<file path="config.mk">
export PLATFORM = sky130hd
export DESIGN_NAME = mem_bus
export DESIGN_NICKNAME = d
export VERILOG_FILES = /design/src/rtl/mem_bus.sv
export SDC_FILE = /design/constraint.sdc
export NUM_CORES = 1
export LEC_CHECK = 0
export CAP_MARGIN = 20
export CORE_MARGIN = 2
export CORE_UTILIZATION = 45
export DETAILED_ROUTE_END_ITERATION = 7
export PLACE_DENSITY = 0.79
export SLEW_MARGIN = 10
export SYNTH_ARGS = -nofsm -noshare
export SYNTH_HDL_FRONTEND = slang
export SYNTH_SLANG_ARGS = --single-unit
</file>
<file path="constraint.sdc">
create_clock -name clk -period 1.9 [get_ports clk]
set_input_delay 0.19 -clock clk [delete_from_list [all_inputs] [get_ports clk]]
set_output_delay 0.19 -clock clk [all_outputs]
set_load 0.05 [all_outputs]
</file>
<file path="src/rtl/mem_bus.sv">
`default_nettype none
// ---------------------------------------------------------------------------
// mem_bus : core-to-external 8-bit multiplexed bus controller
// Address phase, wait-stretched data phase, ROM write protect, slave timeout.
// Rev 1.0
// ---------------------------------------------------------------------------
module mem_bus #(
   parameter int BITS    = 8,
   parameter int TIMEOUT = 15
) (
   input  logic            clk,
   input  logic            reset,
   input  logic            req,
   input  logic            we,
   input  logic            sel,
   input  logic [BITS-1:0] addr,
   input  logic [BITS-1:0] wdata,
   output logic            ack,
   output logic            err,
   output logic [BITS-1:0] rdata,
   output logic [BITS-1:0] bus_out,
   output logic            bus_oe,
   output logic            bus_ale,
   output logic            bus_we,
   output logic            bus_rom_ram,
   input  logic [BITS-1:0] bus_in,
   input  logic            bus_ready
);

   localparam int                c_CW   = $clog2(TIMEOUT + 1);
   localparam logic [c_CW-1:0]   c_LAST = c_CW'(TIMEOUT - 1);

   typedef enum logic [1:0] {
      S_IDLE = 2'd0,
      S_ADDR = 2'd1,
      S_DATA = 2'd2,
      S_ACK  = 2'd3
   } state_t;

   state_t            r_state;
   state_t            w_next;
   logic              r_we;
   logic              r_sel;
   logic [BITS-1:0]   r_addr;
   logic [BITS-1:0]   r_wdata;
   logic [BITS-1:0]   r_rdata;
   logic              r_err;
   logic [c_CW-1:0]   r_cnt;
   logic              w_accept;
   logic              w_rom_wr;
   logic              w_abort;

   assign w_accept = (r_state == S_IDLE) && req;
   assign w_rom_wr = we && !sel;
   // A ready slave on the final count edge still completes normally.
   assign w_abort  = !bus_ready && (r_cnt == c_LAST);

   always_ff @(posedge clk or negedge reset) begin
      if (!reset) begin
         r_state <= S_IDLE;
      end else begin
         r_state <= w_next;
      end
   end

   always_comb begin
      w_next = r_state;
      case (r_state)
         S_IDLE: begin
            if (req) begin
               w_next = w_rom_wr ? S_ACK : S_ADDR;
            end
         end
         S_ADDR: w_next = S_DATA;
         S_DATA: begin
            if (bus_ready || w_abort) begin
               w_next = S_ACK;
            end
         end
         S_ACK:   w_next = S_IDLE;
         default: w_next = S_IDLE;
      endcase
   end

   always_ff @(posedge clk or negedge reset) begin
      if (!reset) begin
         r_we    <= 1'b0;
         r_sel   <= 1'b0;
         r_addr  <= '0;
         r_wdata <= '0;
         r_rdata <= '0;
         r_err   <= 1'b0;
         r_cnt   <= '0;
      end else if (w_accept) begin
         r_we    <= we;
         r_sel   <= sel;
         r_addr  <= addr;
         r_wdata <= wdata;
         r_err   <= w_rom_wr;
         r_cnt   <= '0;
      end else if (r_state == S_DATA) begin
         if (bus_ready) begin
            if (!r_we) begin
               r_rdata <= bus_in;
            end
         end else if (w_abort) begin
            r_err <= 1'b1;
            if (!r_we) begin
               r_rdata <= '1;
            end
         end else begin
            r_cnt <= r_cnt + 1'b1;
         end
      end
   end

   // Bus outputs decode from registered state only, so an async reset
   // releases the bus in the same cycle.
   always_comb begin
      bus_out     = '0;
      bus_oe      = 1'b0;
      bus_ale     = 1'b0;
      bus_we      = 1'b0;
      bus_rom_ram = 1'b0;
      ack         = 1'b0;
      case (r_state)
         S_ADDR: begin
            bus_out     = r_addr;
            bus_oe      = 1'b1;
            bus_ale     = 1'b1;
            bus_rom_ram = r_sel;
         end
         S_DATA: begin
            bus_rom_ram = r_sel;
            if (r_we) begin
               bus_out = r_wdata;
               bus_oe  = 1'b1;
               bus_we  = 1'b1;
            end
         end
         S_ACK:   ack = 1'b1;
         default: ;
      endcase
   end

   assign err   = r_err;
   assign rdata = r_rdata;

endmodule
`default_nettype wire

</file>
## Word level (Yosys, flattened, before mapping)

Index checks and enable logic that the tools add are counted.

| word-level totals | value |
|---|---|
| bits of input ports | 30 |
| logic and storage cells | 58 |
| output and inout bits | 22 |
| register bits | 33 |

| operators by class | value |
|---|---|
| add/subtract/negate cells | 1 |
| muxes and demuxes | 24 |
| bitwise logic cells | 2 |
| eq/ne operators | 8 |
| reduce and logical (&&, ||, !) cells | 15 |

Operators by type and width:

| cell | number |
|---|---|
| $mux 8 | 5 |
| $mux 4 | 4 |
| $pmux 8 s2 | 1 |
| $mux 1 | 9 |
| $pmux 2 s4 | 1 |
| $mux 2 | 3 |
| $ne 2x2->1 const B | 3 |
| $reduce_and 3->1 | 2 |
| $reduce_bool 2->1 | 3 |
| $add 4x1->4 const B | 1 |
| $eq 2x2->1 const B | 2 |
| $eq 4x4->1 const B | 1 |
| $reduce_and 4->1 | 1 |
| $logic_and 1x1->1 | 3 |
| $eq 2x1->1 const B | 1 |
| $logic_not 1->1 | 2 |
| $logic_not 2->1 | 1 |
| $ne 2x1->1 const B | 1 |
| $not 1->1 | 2 |
| $pmux 1 s2 | 1 |
| $reduce_and 2->1 | 1 |
| $reduce_or 2->1 | 1 |
| $logic_or 1x1->1 | 1 |

## Depth between registers and ports, before layout

| depth | value |
|---|---|
| word-level depth | 6 |
| depth in mapped cells | 7 |
| depth with buffers taken out | 5 |

## Worst setup path before layout

OpenSTA, ideal clock, no wires.

| timing | value |
|---|---|
| path kind | reg-to-output |
| from | reg r_state[1] |
| to | out bus_out[0] |
| slack | -0.392 ns |
| stages on the path, launching flop included | 6 |
| arrival | 2.102 ns |
| cell sequence | dfrtp_1 -> inv_1 -> ha_1 -> clkbuf_1 -> a22oi_1 -> nor2b_1 |

| between the ends | value |
|---|---|
| longest elaborated chain between the ends | 2 |
| elaborated cells between the ends (all ways) | 3 |
| classes of those cells | eq/ne: 2; mux: 1 |

Ends and longest elaborated chain:

| item | line | source |
|---|---|---|
| start, declared | 40 | `state_t r_state;` |
| start signal, assigned | 62 | `r_state <= w_next;` |
| $eq 2x2->1 or $eq 2x1->1 (tied branches) | 126 | `case (r_state)` |
| $pmux 8 s2 (*) | 126 |  |
| end, declared | 21 | `output logic [BITS-1:0] bus_out,` |

Every way passes the cells marked *; elsewhere a longest branch is shown, timed or not.

## Final worst setup path

| timing | value |
|---|---|
| from | reg r_state[0] |
| to | out bus_rom_ram |

| between the ends | value |
|---|---|
| longest elaborated chain between the ends | 3 |
| elaborated cells between the ends (all ways) | 4 |
| classes of those cells | eq/ne: 2; mux: 1; reduce/logical: 1 |

Ends and longest elaborated chain:

| item | line | source |
|---|---|---|
| $eq 2x2->1 or $eq 2x1->1 (tied branches) | 126 |  |
| $reduce_or 2->1 (no line) (*) | n/a |  |
| $mux 1 (*) | 126 |  |
| end, declared | 25 | `output logic bus_rom_ram,` |

Marks and branches as above.

==> results.yml <==
sta:
  max_slew_margin_pct: 65.0
  skew_ps: 6.50
  finalMaxSlewViolations: 0
  finalHoldViolCount: 0
  tightest_slew_ps: 524
  rsz0062_at_grt: "no"
  timing.setup.tns_ps: 0
  period_share_pct: 95.6
  fin_crit_ps: 1820
  setup_viol_count_final: 0
  fmaxAchievable_mhz: 550
worst_setup_path:
  cp.buffers_inverters: 3
  cp.depth: 5
  worstPathCellList: "inv_4 > buf_4 > ha_4 > and2_1 > buf_12"
  crit_required_ps: 1710
  worstSetupStartpointType: "register"
  r2r_slack_ps: 160
  max_stage_delay_ps: 420
  cp.arrival_ps: 1630
  end_kind: "output port"
  crit_fanout: 11
  rr_worst_depth: 6
  cp_slowest_cell: "dfrtp_2"
  path_class: "reg -> out"
  crit_family: "flip-flops"
detailed_routing:
  wl_per_cell_um: 15.8
  route.detailed.drc: 0
  drtPass1Iterations: 4
  via_per_inst: 5.34
  num_vias: 1256
  routed_wl_um: 3720
  drt_iter0_drc: 34
  drtAntennaViolNets: 0
power:
  p_leak_nw: 1.06
  cellPowerDensity_mw_per_mm2: 1930
  p_total_w: 0.00484
  peakVddDrop_mv: 1.54
cells_and_area:
  final_core_util_pct: 74.7
  layout_common_cells: "38 x clkdlybuf4s50_1, 32 x dfrtp_1, 17 x mux2_2"
  layout-drive-gt1-share_pct: 39.2
  layout_commonest_cell: "clkdlybuf4s50_1"
  layout.nets: 226
  diodes: 0
  syn2layout_area_growth_pct: 57.7
  num-fill-cells: 231
clocking:
  cts_tree: "done"
  cts_hold_buf: 0
  clockBufferDepth: 2
  clock_sinks: 33
  insertion_delay_ps: 330
  cts_buffers: 5
  cts-root-buf: "clkbuf_4"
  htreeDepth: 2
  clk_pin_slew_ps: 100
global_route:
  antenna_found_initial: 0
  grt_max_degree: 34
  grt_overflow: 0
  grt_use_met3_pct: 7.14
  use_met2_pct: 35.3
  grt.total_usage_pct: 21.2
  busiest_layer: "met2"
  grt_pass1_vias: 1361
  grtUsageMet1_pct: 25.1
  grt_pass1_wl_um: 6540
synthesis:
  syn_nets: 166
  synth_area_leaders: "dfrtp_1 52%, mux2_2 12%, ha_1 5.5%"
  syn_area_per_cell_um2: 12.3
  yosysTopAreaCellShare_pct: 51.8
  syn_inst: 129
  ys.warnings.count: 0
  synth_top_area_cell: "dfrtp_1"
  synth-seq-cells: 33
  synth_cell_type_count: 31
  yosysSeqAreaShare_pct: 51.8
  syn_area_mm2: 0.00159
die:
  start_util_pct: 47.4
  die_width_um: 63.5
  pin_count: 52
  dieHeight_um: 63.5
  die-area_mm2: 0.00403
  rows: 21
  core_mm2: 0.00336
placed_design:
  hpwl_um: 2630
  portBuffers: 51
  place_congestion: 0.801
outcome:
  status: "completed"
job:
  maxCapViolations: 0
min_path:
  hp-class: "in -> async"
[routing by layer]
metal	part of all wire (%)	vias up
li1	-	591
met3	6.2	7
met1	39	611
met2	53	47
met5	0	-
met4	1.7	0
[worst reg2reg max path: cells and delay by family (launching register included)]
| family | cells | cell delay [ps] |
|---|---|---|
| and+or+nand+nor | 1 | 250 |
| DFF | 1 | 420 |
| buffers and inverters | 3 | 460 |
| muxes | 1 | 350 |
| adders and majority gates | 1 | 150 |
[flip-flops by register name, summed over array words and instances, names as in the netlist]
register	cells
err	1
r_addr	8
r_cnt	4
r_sel	1
r_state	2
r_wdata	8
r_we	1
rdata	8
[path summary, 6_finish.rpt]
kind,start,end
worst min-delay path,reset,rdata[1]
worst max register to register,r_state[0],r_addr[7]
min in group clk,bus_in[2],rdata[2]
worst max-delay path,r_state[0],bus_rom_ram
max in group asynchronous,reset,r_state[0]
worst min register to register,r_sel,r_sel
[area by class of cell]
cell class / instances / area (um^2) / share of cell area (%)
Inverter: 6 / 25.0 / 0.997
Timing Repair Buffer: 59 / 688 / 27.4
Multi-Input combinational cell: 84 / 855 / 34.0
Tap cell: 46 / 57.6 / 2.29
Sequential cell: 33 / 827 / 32.9
Clock inverter: 1 / 7.51 / 0.299
Clock buffer: 6 / 51.3 / 2.04
[power by group]
part           switching, W  internal (W)
logic               0.00162       0.00153
registers          0.000247       0.00104
clock network      0.000234      0.000173
total               0.00210       0.00274
[synthesized netlist by cell type, drive strengths merged]
cell	count
ha	7
o22a	8
clkbuf	2
o21a	1
o21ai	3
nand4b	1
and3	2
nand2	5
mux2i	2
nor2b	11
o2111a	1
a31oi	1
o32a	1
and2	2
a22oi	8
inv	6
a21boi	1
mux2	17
buf	5
nand3	2
a21o	1
nand4	3
dfrtp	33
a41oi	1
a21oi	3
or2b	1
o211ai	1
[what timing repair did]
item,4_1_cts,5_1_grt
setup endpoints to repair,10,8
gates resized for setup,10,9
hold endpoints to repair,0,0
buffers inserted,2,2
cloned,1,0
pin swaps,1,0
[stage by stage]
stage          area [um^2]  setup slack, ps  instances  hold slack, ps
5_1_grt               2510             10.7        235             270
2_1_floorplan         1660             27.3        129            -106
4_1_cts               2460             32.8        233             266
3_5_place_dp          2330              142        223             463
3_3_place_gp          2330              193        223             461
6_report              2510             83.3        235             251
[cells by family (layout without fill, tap and decap cells)]
logic type      count (synthesis)  count (layout)  synth area share (%)
simple gates                   27              28                  10.7
mux                            19              19                  13.3
compound gates                 30              30                  14.9
buf+inv                        13              72                  3.77
fa+ha+maj                       7               7                  5.50
flops                          33              33                  51.8
(Power assumes the default switching activity.)
